===== src/rtl/trigger_info_readout.sv =====
// Readout sequencer for the per-L4 trigger info FIFO bank: queues event masks and streams info words lowest L4 first.
// Define TRIGGER_INFO_HEADER_EN to prefix each event with a header word {evt_count[15:8], mask}.
module trigger_info_readout #(
   parameter int INFO_BITS = 32,
   parameter int NUM_L4    = 4,
   parameter int NL4_BITS  = $clog2(NUM_L4),
   parameter int QDEPTH    = 4
) (
   input  logic                 clk_i,
   input  logic                 rst_n_i,
   input  logic                 evt_valid_i,
   input  logic [NUM_L4-1:0]    evt_mask_i,
   output logic [NL4_BITS-1:0]  fifo_addr_o,
   output logic                 fifo_rd_o,
   input  logic [INFO_BITS-1:0] fifo_info_i,
   output logic [INFO_BITS-1:0] data_o,
   output logic                 valid_o,
   output logic                 last_o,
   input  logic                 ready_i,
   output logic                 busy_o,
   output logic                 overflow_o,
   output logic [7:0]           evt_count_o
);

   localparam int PTR_W = $clog2(QDEPTH);
   localparam int CNT_W = PTR_W + 1;
   localparam logic [CNT_W-1:0] Q_FULL = CNT_W'(QDEPTH);

   typedef enum logic [1:0] {IDLE, HDR, ADDR, OUT} state_t;

   state_t              state;
   logic [NUM_L4-1:0]   wm;
   logic [NUM_L4-1:0]   wm_rest;

   logic [NUM_L4-1:0]   q_mem [QDEPTH];
   logic [PTR_W-1:0]    q_wr;
   logic [PTR_W-1:0]    q_rd;
   logic [CNT_W-1:0]    q_cnt;
   logic [CNT_W-1:0]    q_cnt_nxt;
   logic                q_push;
   logic                q_pop;
   logic [NUM_L4-1:0]   q_head;

   function automatic logic [NL4_BITS-1:0] low_bit(input logic [NUM_L4-1:0] m);
      logic [NL4_BITS-1:0] idx;
      idx = '0;
      for (int i = NUM_L4 - 1; i >= 0; i--) begin
         if (m[i]) idx = NL4_BITS'(i);
      end
      return idx;
   endfunction

`ifdef TRIGGER_INFO_HEADER_EN
   logic [INFO_BITS-1:0] data_r;

   function automatic logic [INFO_BITS-1:0] hdr_word(input logic [7:0] cnt, input logic [NUM_L4-1:0] m);
      logic [INFO_BITS-1:0] w;
      w = '0;
      w[15:8] = cnt;
      w[NUM_L4-1:0] = m;
      return w;
   endfunction

   // In OUT the bank's registered mux output is the data register for the info word.
   assign data_o = (state == OUT) ? fifo_info_i : data_r;
`else
   assign data_o = (state == OUT) ? fifo_info_i : '0;
`endif

   assign fifo_rd_o = (state == OUT) && ready_i;
   assign wm_rest   = wm & (wm - NUM_L4'(1));
   assign q_head    = q_mem[q_rd];
   assign q_pop     = (state == IDLE) && (q_cnt != '0);
   // A push into a full queue still fits when IDLE frees a slot in the same cycle.
   assign q_push    = evt_valid_i && ((q_cnt != Q_FULL) || q_pop);

   always_comb begin
      q_cnt_nxt = q_cnt;
      if (q_push && !q_pop)
         q_cnt_nxt = q_cnt + CNT_W'(1);
      else if (!q_push && q_pop)
         q_cnt_nxt = q_cnt - CNT_W'(1);
   end

   always_ff @(posedge clk_i or negedge rst_n_i) begin
      if (!rst_n_i) begin
         for (int i = 0; i < QDEPTH; i++) q_mem[i] <= '0;
         q_wr       <= '0;
         q_rd       <= '0;
         q_cnt      <= '0;
         overflow_o <= 1'b0;
      end else begin
         if (q_push) begin
            q_mem[q_wr] <= evt_mask_i;
            q_wr        <= q_wr + PTR_W'(1);
         end
         if (q_pop) q_rd <= q_rd + PTR_W'(1);
         q_cnt <= q_cnt_nxt;
         if (evt_valid_i && !q_push) overflow_o <= 1'b1;
      end
   end

   always_ff @(posedge clk_i or negedge rst_n_i) begin
      if (!rst_n_i) begin
         state       <= IDLE;
         wm          <= '0;
         fifo_addr_o <= '0;
         valid_o     <= 1'b0;
         last_o      <= 1'b0;
         busy_o      <= 1'b0;
         evt_count_o <= '0;
`ifdef TRIGGER_INFO_HEADER_EN
         data_r      <= '0;
`endif
      end else begin
         case (state)
            IDLE: begin
               busy_o <= (q_cnt_nxt != '0);
               if (q_pop) begin
`ifdef TRIGGER_INFO_HEADER_EN
                  wm      <= q_head;
                  state   <= HDR;
                  valid_o <= 1'b1;
                  last_o  <= (q_head == '0);
                  data_r  <= hdr_word(evt_count_o, q_head);
                  busy_o  <= 1'b1;
`else
                  if (q_head != '0) begin
                     wm          <= q_head;
                     fifo_addr_o <= low_bit(q_head);
                     state       <= ADDR;
                     busy_o      <= 1'b1;
                  end else begin
                     evt_count_o <= evt_count_o + 8'd1;
                  end
`endif
               end
            end
`ifdef TRIGGER_INFO_HEADER_EN
            HDR: begin
               if (ready_i) begin
                  valid_o <= 1'b0;
                  last_o  <= 1'b0;
                  if (wm == '0) begin
                     state       <= IDLE;
                     evt_count_o <= evt_count_o + 8'd1;
                     busy_o      <= (q_cnt_nxt != '0);
                  end else begin
                     state       <= ADDR;
                     fifo_addr_o <= low_bit(wm);
                  end
               end
            end
`endif
            ADDR: begin
               state   <= OUT;
               valid_o <= 1'b1;
               last_o  <= (wm_rest == '0);
            end
            OUT: begin
               if (ready_i) begin
                  valid_o <= 1'b0;
                  last_o  <= 1'b0;
                  wm      <= wm_rest;
                  if (wm_rest == '0) begin
                     state       <= IDLE;
                     evt_count_o <= evt_count_o + 8'd1;
                     busy_o      <= (q_cnt_nxt != '0);
                  end else begin
                     state       <= ADDR;
                     fifo_addr_o <= low_bit(wm_rest);
                  end
               end
            end
            default: state <= IDLE;
         endcase
      end
   end

endmodule


===== config.mk =====
export PLATFORM = sky130hd
export DESIGN_NAME = trigger_info_readout
export DESIGN_NICKNAME = d
export VERILOG_FILES = /design/src/rtl/trigger_info_readout.sv
export SDC_FILE = /design/constraint.sdc
export NUM_CORES = 1
export LEC_CHECK = 0
export BUFFER_PORTS_ARGS = -buffer_cell sky130_fd_sc_hd__buf_2
export CAP_MARGIN = 20
export CORE_MARGIN = 1
export CORE_UTILIZATION = 54
export DETAILED_ROUTE_END_ITERATION = 12
export PLACE_DENSITY = 0.85
export RECOVER_POWER = 50
export SLEW_MARGIN = 15
export SYNTH_ARGS = -nofsm -noshare
export SYNTH_HDL_FRONTEND = slang
export SYNTH_SLANG_ARGS = --single-unit

===== constraint.sdc =====
create_clock -name clk_i -period 4.3 [get_ports clk_i]
set_input_delay 0.86 -clock clk_i [delete_from_list [all_inputs] [get_ports clk_i]]
set_output_delay 0.86 -clock clk_i [all_outputs]
set_load 0.01 [all_outputs]

==> reports/results.txt <==
Outcome - finished with violations
Violated checks - capacitance limit, slew limit
Remaining antenna violation count after routing - 0
Number of antenna repair diodes - 0
Most used DFF post-synth - dfrtp_1
Maximum count of clock buffers along a single path - 2
Timing-limited maximum frequency - 350 MHz
Type of the worst min-delay path - flip-flop to flip-flop
Endpoint of the most critical setup path - fifo_rd_o
Proportion of layout cells with a drive suffix above 1 - 0.325
Count of endpoints failing hold in the final timing report - 0
Leakage power summed over all cells - 1.54 nW
Top cells by area in the synthesized netlist - dfrtp_1, mux2_2, and3_1
TritonCTS sink count - 43
Slowest stage delay, CP - 1050 ps
Worst Setup End Kind - output port
Port bufs - 86
Cell type contributing the most total cell area after synthesis - dfrtp_1
Number of unique standard cell types used by synthesis - 44
Final hold slack - 472 ps
Global-route total usage across every layer - 0.235
YS warnings - 0
Fraction of the yosys area taken by sequential cells - 0.433
Origin of the critical flop-to-flop path - state[1]
Clock tree from TritonCTS - built
Sequential Area - 1080 µm²
Clock latency of the later-clocked register in the worst-skew pair - 300 ps
Detailed Route WL - 5460 µm
Required time at the endpoint of the critical path - 3440 ps
Filler Cells Inserted - 350
Clock root buffer - clkbuf_8
Std cell rows - 24
Core outline area - 4380 µm²
Sequence of cells on the critical path - and2_1 > nand2_1 > inv_1 > buf_2
Type of element launching the critical path - flip-flop
Post-CTS setup buffer count - 0
Origin of the worst setup path - state[1]
First-pass GRT wire length - 9120 µm
Total of endpoints with negative setup slack in the final report - 0
Number of gates resized after CTS - 0
Shortest clock period the worst path allows after layout - 2860 ps
Type of the worst setup path - flip-flop to output port
Transition time at the pin with the least slew margin - 2210 ps
Initial Utilization - 0.566
Total via count in the routed design - 2107
Number of antenna violations at the first check in global routing - 0
IO Pins - 87
CTS buffer count - 5
Largest voltage drop on the vdd net - 0.395 mV
Normalized max-slew margin - -0.475
Clock skew - 3.79 ps
Critical-path top delay cell - dfrtp_1
Hold-critical path depth - 1
R2r endpoint - q_mem[9]
DR DRC count - 0
Largest net degree at the start of global routing - 46
R2r setup slk - 1470 ps
Number of buffers inserted for hold repair after clock tree synthesis - 0
Fraction of the cycle the final worst path needs - 0.665
Max-slew violation total from the final report - 44
Via density per instance - 5.62
First-pass iteration count of the detailed router - 4
Share of flip-flops with an asynchronous set or reset after synthesis - 1.00
Total area of multi-input combinational cells - 1310 µm²
Number of enable-type register cells in the synthesized netlist - 0
Arr. time, crit path - 2000 ps
Post-Route Setup TNS - 0 ps
Relative area change from synthesis to final layout - 21.5%
# Max-Cap Violations - 1
Crit-path max FO - 45
WL/cell - 14.6 µm
Clock transition at path regs - 80 ps
Number of H-tree levels - 2
Number of nets at the end of the flow - 370
Delay-heaviest family, CP - flip-flops
HPWL reported at the end of detailed placement - 4040 µm
Register-to-Register Path Depth - 4
Grt ovf - 0
Setup repair after global routing missed its margin - no
Vias in the first global route - 1960
Average size of a mapped cell - 10.2 µm²
Area enclosed by the die boundary - 4870 µm²
Initial detailed-routing violation count - 198
Post-synth net total - 291
Flops & latches, synth - 43
Buf+Inv Stages, Crit Path - 2
Floorplan die width - 69.8 µm
Die height - 69.8 µm
Share of the synthesized area in the top cell type - 0.433
Instance count on the critical path - 4
PD cells - 758 nW/µm²
Last weighted congestion value of the routability-driven placer - 0.804
Cells after synthesis - 243
Syn Std Cell Area - 2480 µm²
-- layer usage --
| layer | up-vias | share of wire | track usage |
|---|---|---|---|
| met1 | 980 | 0.44 | 0.309 |
| li1 | 1045 | - | - |
| met4 | 0 | 0.015 | 0.0889 |
| met3 | 11 | 0.055 | 0.0581 |
| met5 | - | 0 | 0 |
| met2 | 71 | 0.49 | 0.378 |
-- sequential cells by signal, indices dropped and copies added, names as in the netlist --
register	flops
busy_o	1
last_o	1
fifo_addr_o	2
state	2
evt_count_o	8
valid_o	1
wm	4
q_rd	2
q_mem	16
q_cnt	3
q_wr	2
overflow_o	1
-- layout make-up --
type | count | share of cell area
Tap cell | 52 | 0.0216
Clock buffer | 5 | 0.0228
Inverter | 9 | 0.0112
Clock inverter | 3 | 0.0158
Sequential cell | 43 | 0.357
Timing Repair Buffer | 87 | 0.139
Multi-Input combinational cell | 176 | 0.433
-- per-stage QoR --
| step | power, W | worst slack [ps] | utilization | area [µm²] | cells |
|---|---|---|---|---|---|
| 2_1_floorplan | 0.00165 | 2020 | - | 2480 | 243 |
| 3_3_place_gp | 0.00193 | 1660 | 0.667 | 2920 | 367 |
| 3_5_place_dp | 0.00198 | 1530 | 0.667 | 2920 | 367 |
| 4_1_cts | 0.00231 | 1480 | 0.693 | 3040 | 375 |
| 5_1_grt | 0.00247 | 1250 | 0.688 | 3020 | 375 |
| 6_report | 0.00229 | 1440 | 0.688 | 3020 | 375 |
-- placed cells by master (no fill, tap or decap), drive strengths merged, types with 10 or more instances in the layout --
cell	Yosys	layout
inv	9	10
nand2	15	15
clkbuf	14	20
nor2	15	15
o21ai	10	10
and3	34	34
dfrtp	43	43
buf	1	72
xnor2	10	10
mux2	20	20
-- worst register-to-register path, cell delays in order, from the launching register on --
cell     delay [ps]
dfrtp_1         790
or2_2           530
a31oi_1         720
nand2_1         320
mux2_2          350
-- worst min path at each step --
stage | startpoint | endpoint | slack (ps)
after floorplan | q_mem[8] | q_mem[8] | 470
after global placement | valid_o | valid_o | 450
after detailed placement | evt_count_o[7] | evt_count_o[7] | 460
after CTS | evt_count_o[7] | evt_count_o[7] | 470
after global routing | valid_o | valid_o | 510
final | evt_count_o[7] | evt_count_o[7] | 470
-- power breakdown --
group	switching, W	internal [W]
registers	0.000222	0.000588
logic	0.000606	0.000551
clock network	0.000144	0.000176
total	0.000972	0.00132
-- logic make-up (layout without fill, tap and decap cells) --
logic type / count (synthesis) / count (layout) / synth area share
AND/OR/NAND/NOR: 86 / 86 / 0.186
AO/OA/AOI/OAI: 47 / 47 / 0.134
flip-flops: 43 / 43 / 0.433
multiplexers: 24 / 24 / 0.128
buffers and inverters: 24 / 104 / 0.0393
XOR/XNOR: 11 / 11 / 0.0388
adder cells (fa/ha/maj): 8 / 8 / 0.0403
-- synthesized netlist by cell type, drive strengths merged (2+ instances only) --
master   n
dfrtp   43
and3    34
mux2    20
nand2   15
nor2    15
clkbuf  14
o21ai   10
xnor2   10
a21oi    9
inv      9
ha       8
nand3    5
o211ai   5
a211oi   4
mux4     4
nor2b    4
a31oi    3
and2     2
nand2b   2
nand4    2
nor3     2
o211a    2
o22ai    2
(Power assumes the default switching activity.)
